**src/rtl/reg_bank_pkg.sv**
```systemverilog
// Shared definitions for the reg_bank register file: default widths and the
// clear-sequencer state encoding.
package reg_bank_pkg;

   localparam int DATA_W_DEF = 32;
   localparam int ADDR_W_DEF = 5;

   typedef enum logic {
      IDLE  = 1'b0,
      CLEAR = 1'b1
   } state_t;

endpackage : reg_bank_pkg

```
**src/rtl/reg_bank_rdport.sv**
```systemverilog
// One registered read port of reg_bank: address mux, optional write bypass
// (enabled by macro REG_BANK_BYPASS_EN), output data register and valid flag.
module reg_bank_rdport
   import reg_bank_pkg::*;
#(
   parameter int DATA_W = DATA_W_DEF,
   parameter int ADDR_W = ADDR_W_DEF
) (
   input  logic              clk,
   input  logic              rst,
   input  logic              rd_en_i,
   input  logic [ADDR_W-1:0] rd_addr_i,
   input  logic [DATA_W-1:0] regs_i [2**ADDR_W],
   input  logic              wr_hit_i,
   input  logic [ADDR_W-1:0] wr_addr_i,
   input  logic [DATA_W-1:0] wr_data_i,
   output logic [DATA_W-1:0] rd_data_o,
   output logic              rd_valid_o
);

   logic [DATA_W-1:0] rd_data_d;
   logic [DATA_W-1:0] rd_data_q;
   logic              rd_valid_q;

   always_comb begin
      rd_data_d = rd_data_q;
      if (rd_en_i) begin
         if (rd_addr_i == '0) begin
            rd_data_d = '0;
         end else begin
            rd_data_d = regs_i[rd_addr_i];
`ifdef REG_BANK_BYPASS_EN
            // wr_hit_i is only raised for accepted, nonzero-address writes
            if (wr_hit_i && (wr_addr_i == rd_addr_i)) begin
               rd_data_d = wr_data_i;
            end
`endif
         end
      end
   end

`ifndef REG_BANK_BYPASS_EN
   logic unused_bypass;
   assign unused_bypass = ^{wr_hit_i, wr_addr_i, wr_data_i};
`endif

   always_ff @(posedge clk or posedge rst) begin
      if (rst) begin
         rd_data_q  <= '0;
         rd_valid_q <= 1'b0;
      end else begin
         rd_data_q  <= rd_data_d;
         rd_valid_q <= rd_en_i;
      end
   end

   assign rd_data_o  = rd_data_q;
   assign rd_valid_o = rd_valid_q;

endmodule : reg_bank_rdport

```
**src/rtl/reg_bank.sv**
```systemverilog
// Register bank with one write port, two registered read ports and a
// sequenced full-bank clear. Optional read-during-write bypass: REG_BANK_BYPASS_EN.
module reg_bank
   import reg_bank_pkg::*;
#(
   parameter int DATA_W = DATA_W_DEF,
   parameter int ADDR_W = ADDR_W_DEF
) (
   input  logic              clk,
   input  logic              rst,
   input  logic              wr_en,
   input  logic [ADDR_W-1:0] wr_addr,
   input  logic [DATA_W-1:0] wr_data,
   input  logic              rd_en_a,
   input  logic [ADDR_W-1:0] rd_addr_a,
   output logic [DATA_W-1:0] rd_data_a,
   output logic              rd_valid_a,
   input  logic              rd_en_b,
   input  logic [ADDR_W-1:0] rd_addr_b,
   output logic [DATA_W-1:0] rd_data_b,
   output logic              rd_valid_b,
   input  logic              clr,
   output logic              busy,
   output state_t            dbg_state
);

   localparam int DEPTH = 2**ADDR_W;

   logic [DATA_W-1:0] regs_q [DEPTH];
   state_t            state_q;
   logic [ADDR_W-1:0] idx_q;
   logic              busy_q;
   logic              wr_accept_d;

   // Address 0 is hardwired to zero, so writes to it never land.
   assign wr_accept_d = wr_en && !busy_q && (wr_addr != '0);

   always_ff @(posedge clk or posedge rst) begin
      if (rst) begin
         for (int i = 0; i < DEPTH; i++) begin
            regs_q[i] <= '0;
         end
      end else if (state_q == CLEAR) begin
         regs_q[idx_q] <= '0;
      end else if (wr_accept_d) begin
         regs_q[wr_addr] <= wr_data;
      end
   end

   // Clear sequencer: index walks 1..DEPTH-1, one register zeroed per cycle.
   always_ff @(posedge clk or posedge rst) begin
      if (rst) begin
         state_q <= IDLE;
         idx_q   <= '0;
         busy_q  <= 1'b0;
      end else begin
         case (state_q)
            IDLE: begin
               if (clr) begin
                  state_q <= CLEAR;
                  idx_q   <= ADDR_W'(1);
                  busy_q  <= 1'b1;
               end
            end
            CLEAR: begin
               if (idx_q == '1) begin
                  state_q <= IDLE;
                  idx_q   <= '0;
                  busy_q  <= 1'b0;
               end else begin
                  idx_q <= idx_q + ADDR_W'(1);
               end
            end
            default: begin
               state_q <= IDLE;
               idx_q   <= '0;
               busy_q  <= 1'b0;
            end
         endcase
      end
   end

   assign busy      = busy_q;
   assign dbg_state = state_q;

   reg_bank_rdport #(
      .DATA_W (DATA_W),
      .ADDR_W (ADDR_W)
   ) u_rdport_a (
      .clk        (clk),
      .rst        (rst),
      .rd_en_i    (rd_en_a),
      .rd_addr_i  (rd_addr_a),
      .regs_i     (regs_q),
      .wr_hit_i   (wr_accept_d),
      .wr_addr_i  (wr_addr),
      .wr_data_i  (wr_data),
      .rd_data_o  (rd_data_a),
      .rd_valid_o (rd_valid_a)
   );

   reg_bank_rdport #(
      .DATA_W (DATA_W),
      .ADDR_W (ADDR_W)
   ) u_rdport_b (
      .clk        (clk),
      .rst        (rst),
      .rd_en_i    (rd_en_b),
      .rd_addr_i  (rd_addr_b),
      .regs_i     (regs_q),
      .wr_hit_i   (wr_accept_d),
      .wr_addr_i  (wr_addr),
      .wr_data_i  (wr_data),
      .rd_data_o  (rd_data_b),
      .rd_valid_o (rd_valid_b)
   );

endmodule : reg_bank

```
**config.mk**
```make
export PLATFORM = sky130hd
export DESIGN_NAME = reg_bank
export DESIGN_NICKNAME = d
export VERILOG_FILES = /design/src/rtl/reg_bank_pkg.sv /design/src/rtl/reg_bank_rdport.sv /design/src/rtl/reg_bank.sv
export SDC_FILE = /design/constraint.sdc
export NUM_CORES = 2
export LEC_CHECK = 0
export CORE_UTILIZATION = 45
export DETAILED_ROUTE_END_ITERATION = 16
export PLACE_DENSITY = 0.62
export SLEW_MARGIN = 30
export SYNTH_ARGS = -nofsm -noshare
export SYNTH_HDL_FRONTEND = slang
export SYNTH_SLANG_ARGS = --single-unit
export TNS_END_PERCENT = 30
```
**constraint.sdc**
```tcl
create_clock -name clk -period 46.4 [get_ports clk]
set_input_delay 6.96 -clock clk [delete_from_list [all_inputs] [get_ports clk]]
set_output_delay 6.96 -clock clk [all_outputs]
set_load 0.01 [all_outputs]
```
# [Word level (Yosys, flattened, before mapping)]
# Index checks and enable logic that the tools add are counted.
[totals] register_bits=1097 output_inout_bits=68 in_bits=53
[op_classes] mux=24 reduce_logical=10 bitwise=7 n_addsub=1 magnitude_cmp=6 n_eq_ne=3
[ops] cell="1024-bit 2-to-1 mux" count=2
[ops] cell="1024-bit bitwise AND" count=1
[ops] cell="1024-bit bitwise mux" count=1
[ops] cell="1024-bit inverter" count=1
[ops] cell="32-bit binary-select mux with 5-bit select" count=2
[ops] cell="32-bit demux with 5-bit select" count=2
[ops] cell="32-bit 2-to-1 mux" count=8
[ops] cell="6-bit greater-or-equal comparator (second input constant)" count=4
[ops] cell="5-bit inverter with 6-bit output" count=4
[ops] cell="6-bit by 1-bit < comparator with 1-bit output (second input constant)" count=2
[ops] cell="5-bit logical NOT" count=2
[ops] cell="5-bit 2-to-1 mux" count=2
[ops] cell="5-bit one-hot mux with 2 select lines" count=1
[ops] cell="5-bit by 1-bit adder with 5-bit output (second input constant)" count=1
[ops] cell="5-bit == test (second input constant)" count=1
[ops] cell="5-bit nonzero test" count=1
[ops] cell="1-bit logical AND" count=4
[ops] cell="1-bit 2-to-1 mux" count=4
[ops] cell="1-bit one-hot mux with 2 select lines" count=2
[ops] cell="2-bit by 1-bit inequality test with 1-bit output (second input constant)" count=1
[ops] cell="2-bit inequality test (second input constant)" count=1
[ops] cell="2-bit AND reduction" count=1
[ops] cell="2-bit nonzero test" count=1
[ops] cell="1-bit logical NOT" count=1
[ops] cell="1-bit inverter" count=1

# [Logic depth before layout (Yosys ltp)]
[depth] depth_word=8 ltp_mapped=9

# [Modules after synthesis]
# From an unflattened synthesis, not the netlist that was laid out.
[hier_totals] hier_cells=4301 hier_area_um2=56345.3
[modules_own_cells] mod="reg_bank" cells_per_inst=2571 seq_area_each_um2=25799.7 instances=1 area_per_inst_um2=37534.7
[modules_own_cells] mod="reg_bank_rdport" cells_per_inst=865 seq_area_each_um2=825.8 instances=2 area_per_inst_um2=9405.3

# [Worst setup path before layout]
# No wires, ideal clock.
[synth_path] path_type="input port to flip-flop" start="input rd_addr_b[1]" end="register u_rdport_b.rd_data_q[10] (netlist: u_rdport_b.rd_data_o[10])" t_arrival_ps=8578 cell_stages=7 setup_ps=133 path_slack_ps=37689 required_time_ps=46267 cell_sequence="buf_2 > buf_6 > clkbuf_1 > mux4_2 > mux2_2 > a2111oi_0 > nor2_1"
[synth_via] elab_chain_cells=5 word_cells_on_any_way=6 cone_classes="4 x mux; 1 x bitwise; 1 x reduce/logical"
[synth_lines] item="from (decl)" line_no="reg_bank.sv:19" text="input logic [ADDR_W-1:0] rd_addr_b,"
[synth_lines] item="5-bit inverter with 6-bit output (not written as such)" line_no="reg_bank_rdport.sv:31" text="rd_data_d = regs_i[rd_addr_i];"
[synth_lines] item="32-bit binary-select mux with 5-bit select" line_no="reg_bank_rdport.sv:31"
[synth_lines] item="32-bit 2-to-1 mux (not written as such) (2 in series)" line_no="reg_bank_rdport.sv:31"
[synth_lines] item="32-bit 2-to-1 mux (*)" line_no="reg_bank_rdport.sv:28" text="if (rd_addr_i == '0) begin"
[synth_lines] item="to (signal assigned)" line_no="reg_bank_rdport.sv:52" text="rd_data_q <= rd_data_d;"
[synth_lines] item="to (decl)" line_no="reg_bank_rdport.sv:22" text="logic [DATA_W-1:0] rd_data_q;"
# Every way passes the cells marked *; elsewhere a longest branch is shown, timed or not. The select of a mux whose other input is x is not followed.
# A chain may end at the register's enable or synchronous reset.

# [Final worst setup path]
[layout_path] start="input rd_addr_b[0]" end="register u_rdport_b.rd_data_q[31] (netlist: u_rdport_b.rd_data_o[31])"
# Same word-level chain as after synthesis.

==> metrics <==
worst slew pin tran=1113 ps; final antenna-violating net count=0; slew margin rel.=25.58%; Yosys cell types=51; post-synthesis sequential area ratio=49.73%; Die ar.=124100 µm²; Num CTS Buffers=114; most common cell in the netlist=dfrtp_1; buffers added on ports=120; CTS-repair resized insts=0; Via density=7.399; Initial Util=45.35%; Worst VDD drop=0.00003179 V; FFs w/ async S/R, synth=100.0%; share of layout cells above drive strength 1=20.30%; Synth area leaders=dfrtp_1, a22o_1, mux4_2; Layout Cells excl Fill=5824; clock skew=39.08 ps; Slew Limit Fails=0; Synth Area in XOR/XNOR=0.03173%; Final WS setup=36120 ps; total grt overflow=0; Setup Buffers After CTS=0; Die X-Extent=352.3 µm; ys flop type=dfrtp_1; FF+latch count, synth=1097; top cell type's share of synthesized area=49.73%; Post-Syn Nets=4259; Post-synth EDFFs=0; Synth Area in Simple Gates=2.402%; Leak=27.60 nW; Placer Congestion=0.8642; I/O pins=121; pwr dens=38.97 nW/µm²; min Tclk post-route=10280 ps; cell count after synthesis=4201; Syn Area/Cell=13.14 µm²; CORE AREA=121700 µm²; cell area after synthesis=55200 µm²; Post-Synth Adder-Cell Area=0.1133%; hold-fix buffers at CTS=0; Setup TNS Final=0 ps; Peak Freq=97.31 MHz; compound-gate portion of the synthesized area=22.36%; Critical Path Source Type=primary input; H-tree depth=3; drt drc=0; FF/Latch Area=27450 µm²; first-pass GRT wire length=308.5 mm; area grow syn2layout=13.10%; Setup WS pre-CTS=34870 ps; Final setup viols=0; synth cell count leaders=dfrtp_1, a22o_1, clkbuf_1, mux2i_1, mux4_2; required time of the critical path=47000 ps; CTS tree=done; initial antenna violation count=4; root buffer cell=clkbuf_16; multi-input logic area=26250 µm²; Nets=4160; WL per Instance=36.51 µm; fillers=10360; synthesis warning total=0; crit share post-route=22.15%; Critical Path Fanout Max=41; DR iter-0 viols=6088; largest family of logic cells by synthesized area=compound AO/OA/AOI/OAI gates; Vias=43090; DR pass1 iterations=6; Clock Pin Slew Worst Setup and Hold Paths=70 ps; clk buf depth=3; placed insts=5607; status=complete, no violations; CP Capture Type=flip-flop; Std-Cell Rows=128; Crit Path Category=in -> reg; Yosys top cell by area=dfrtp_1; vias in the first global route=42440; Clk Latency, worst-skew pair=750 ps; hold path cells=1; HP Class=reg -> reg; GRT Total Usage=33.79%; final wirelength=212.7 mm; Arr. time, crit path=10870 ps; final hold violations=0; clock sinks=1097; R2R depth=7; pin count of the biggest net entering global routing=166; unrepaired setup endpoints after global routing=no; mux share of post-synthesis cell area=21.36%; max cap viols=0; Util after Layout=51.30%; Die Ht=352.3 µm; DP HPWL=116.7 mm
==> routing by layer <==
| metal | GRT usage [%] | share of wire [%] |
|---|---|---|
| met4 | 13.95 | 4.4 |
| met2 | 48.36 | 43 |
| met3 | 10.67 | 13 |
| met5 | 0 | 0.016 |
| met1 | 47.45 | 40 |
==> flip-flops by register name, summed over array words and instances (netlist names) <==
signal,cells
u_rdport_a.rd_valid_o,1
regs_q,1024
u_rdport_a.rd_data_o,32
u_rdport_b.rd_data_o,32
u_rdport_b.rd_valid_o,1
dbg_state,1
idx_q,5
busy,1
==> kinds of logic (layout without fill, tap and decap cells) <==
| logic type | Yosys count | in the layout |
|---|---|---|
| compound gates | 1532 | 1532 |
| flops | 1097 | 1097 |
| mux | 765 | 765 |
| buf+inv | 524 | 521 |
| simple gates | 276 | 276 |
| fa+ha+maj | 5 | 5 |
| xor+xnor | 2 | 2 |
| other cells | 0 | 1 |
==> layout by cell type (no fill, tap or decap), types with 5 or more instances in the layout <==
master	n
a2111oi_2	10
clkinv_2	24
nor2_4	21
inv_1	6
buf_12	5
bufinv_16	16
o211ai_1	61
a21oi_4	32
clkbuf_8	19
a22oi_1	30
mux2_2	64
clkbuf_16	117
ha_1	5
buf_2	10
nor3_1	11
mux2i_1	377
o22a_1	30
o21ai_0	64
a2bb2oi_1	31
clkbuf_1	23
a22o_1	992
and2_1	36
a2111oi_0	40
nor3_2	7
a2111oi_1	12
dfrtp_1	1097
nand2b_1	6
a21oi_1	94
nor2_1	106
buf_4	162
a221oi_1	30
mux4_2	324
clkinvlp_4	7
nor2b_1	5
and3_1	5
clkdlybuf4s50_1	109
nand3b_1	8
o22ai_1	95
nand2_1	42
==> worst max-delay path, cell delays in order <==
cell and delay (ps):
buf_8 300, buf_4 750, buf_4 740, buf_4 700
mux4_2 590, mux2_2 270, nor4b_1 270, nor4_1 120
==> layout make-up <==
cell class	instances	share of cell area [%]
antenna	1	0.004008
clock buffer	159	5.246
clock inverter	53	1.130
inverter	11	0.07815
multi-input combinational	2580	42.04
sequential	1097	43.97
tap	1625	3.256
timing repair buffer	298	4.280
==> power by group <==
| part | switching, mW | internal, mW | leakage (nW) |
|---|---|---|---|
| registers | 0.0520 | 1.01 | 15.2 |
| clock network | 0.413 | 0.580 | 1.95 |
| logic | 0.250 | 0.133 | 10.4 |
==> final timing paths <==
| check | start | to | slack (ps) |
|---|---|---|---|
| worst max register to register | busy$_DFFE_PP0P_ | regs_q[591]$_DFFE_PP0P_ | 42530 |
| max in group asynchronous | rst | regs_q[307]$_DFFE_PP0P_ | 36630 |
| worst min-delay path | regs_q[1008]$_DFFE_PP0P_ | regs_q[1008]$_DFFE_PP0P_ | 510 |
| min in group asynchronous | rst | regs_q[576]$_DFFE_PP0P_ | 6790 |
| worst max-delay path | rd_addr_b[0] | u_rdport_b.rd_data_o[31]$_DFFE_PP0P_ | 36120 |
| worst min register to register | regs_q[1008]$_DFFE_PP0P_ | regs_q[1008]$_DFFE_PP0P_ | 510 |
==> stage by stage <==
stage	power (mW)	hold WS [ps]	cell area, µm²
after floorplan	1.269	471.4	55200
after global routing	2.491	525.4	62430
after detailed placement	1.441	493.5	58320
after global placement	1.436	487.8	58240
after CTS	2.423	512.4	62300
final	2.433	513.6	62440
Note: power is estimated with default switching activity, not from simulation.
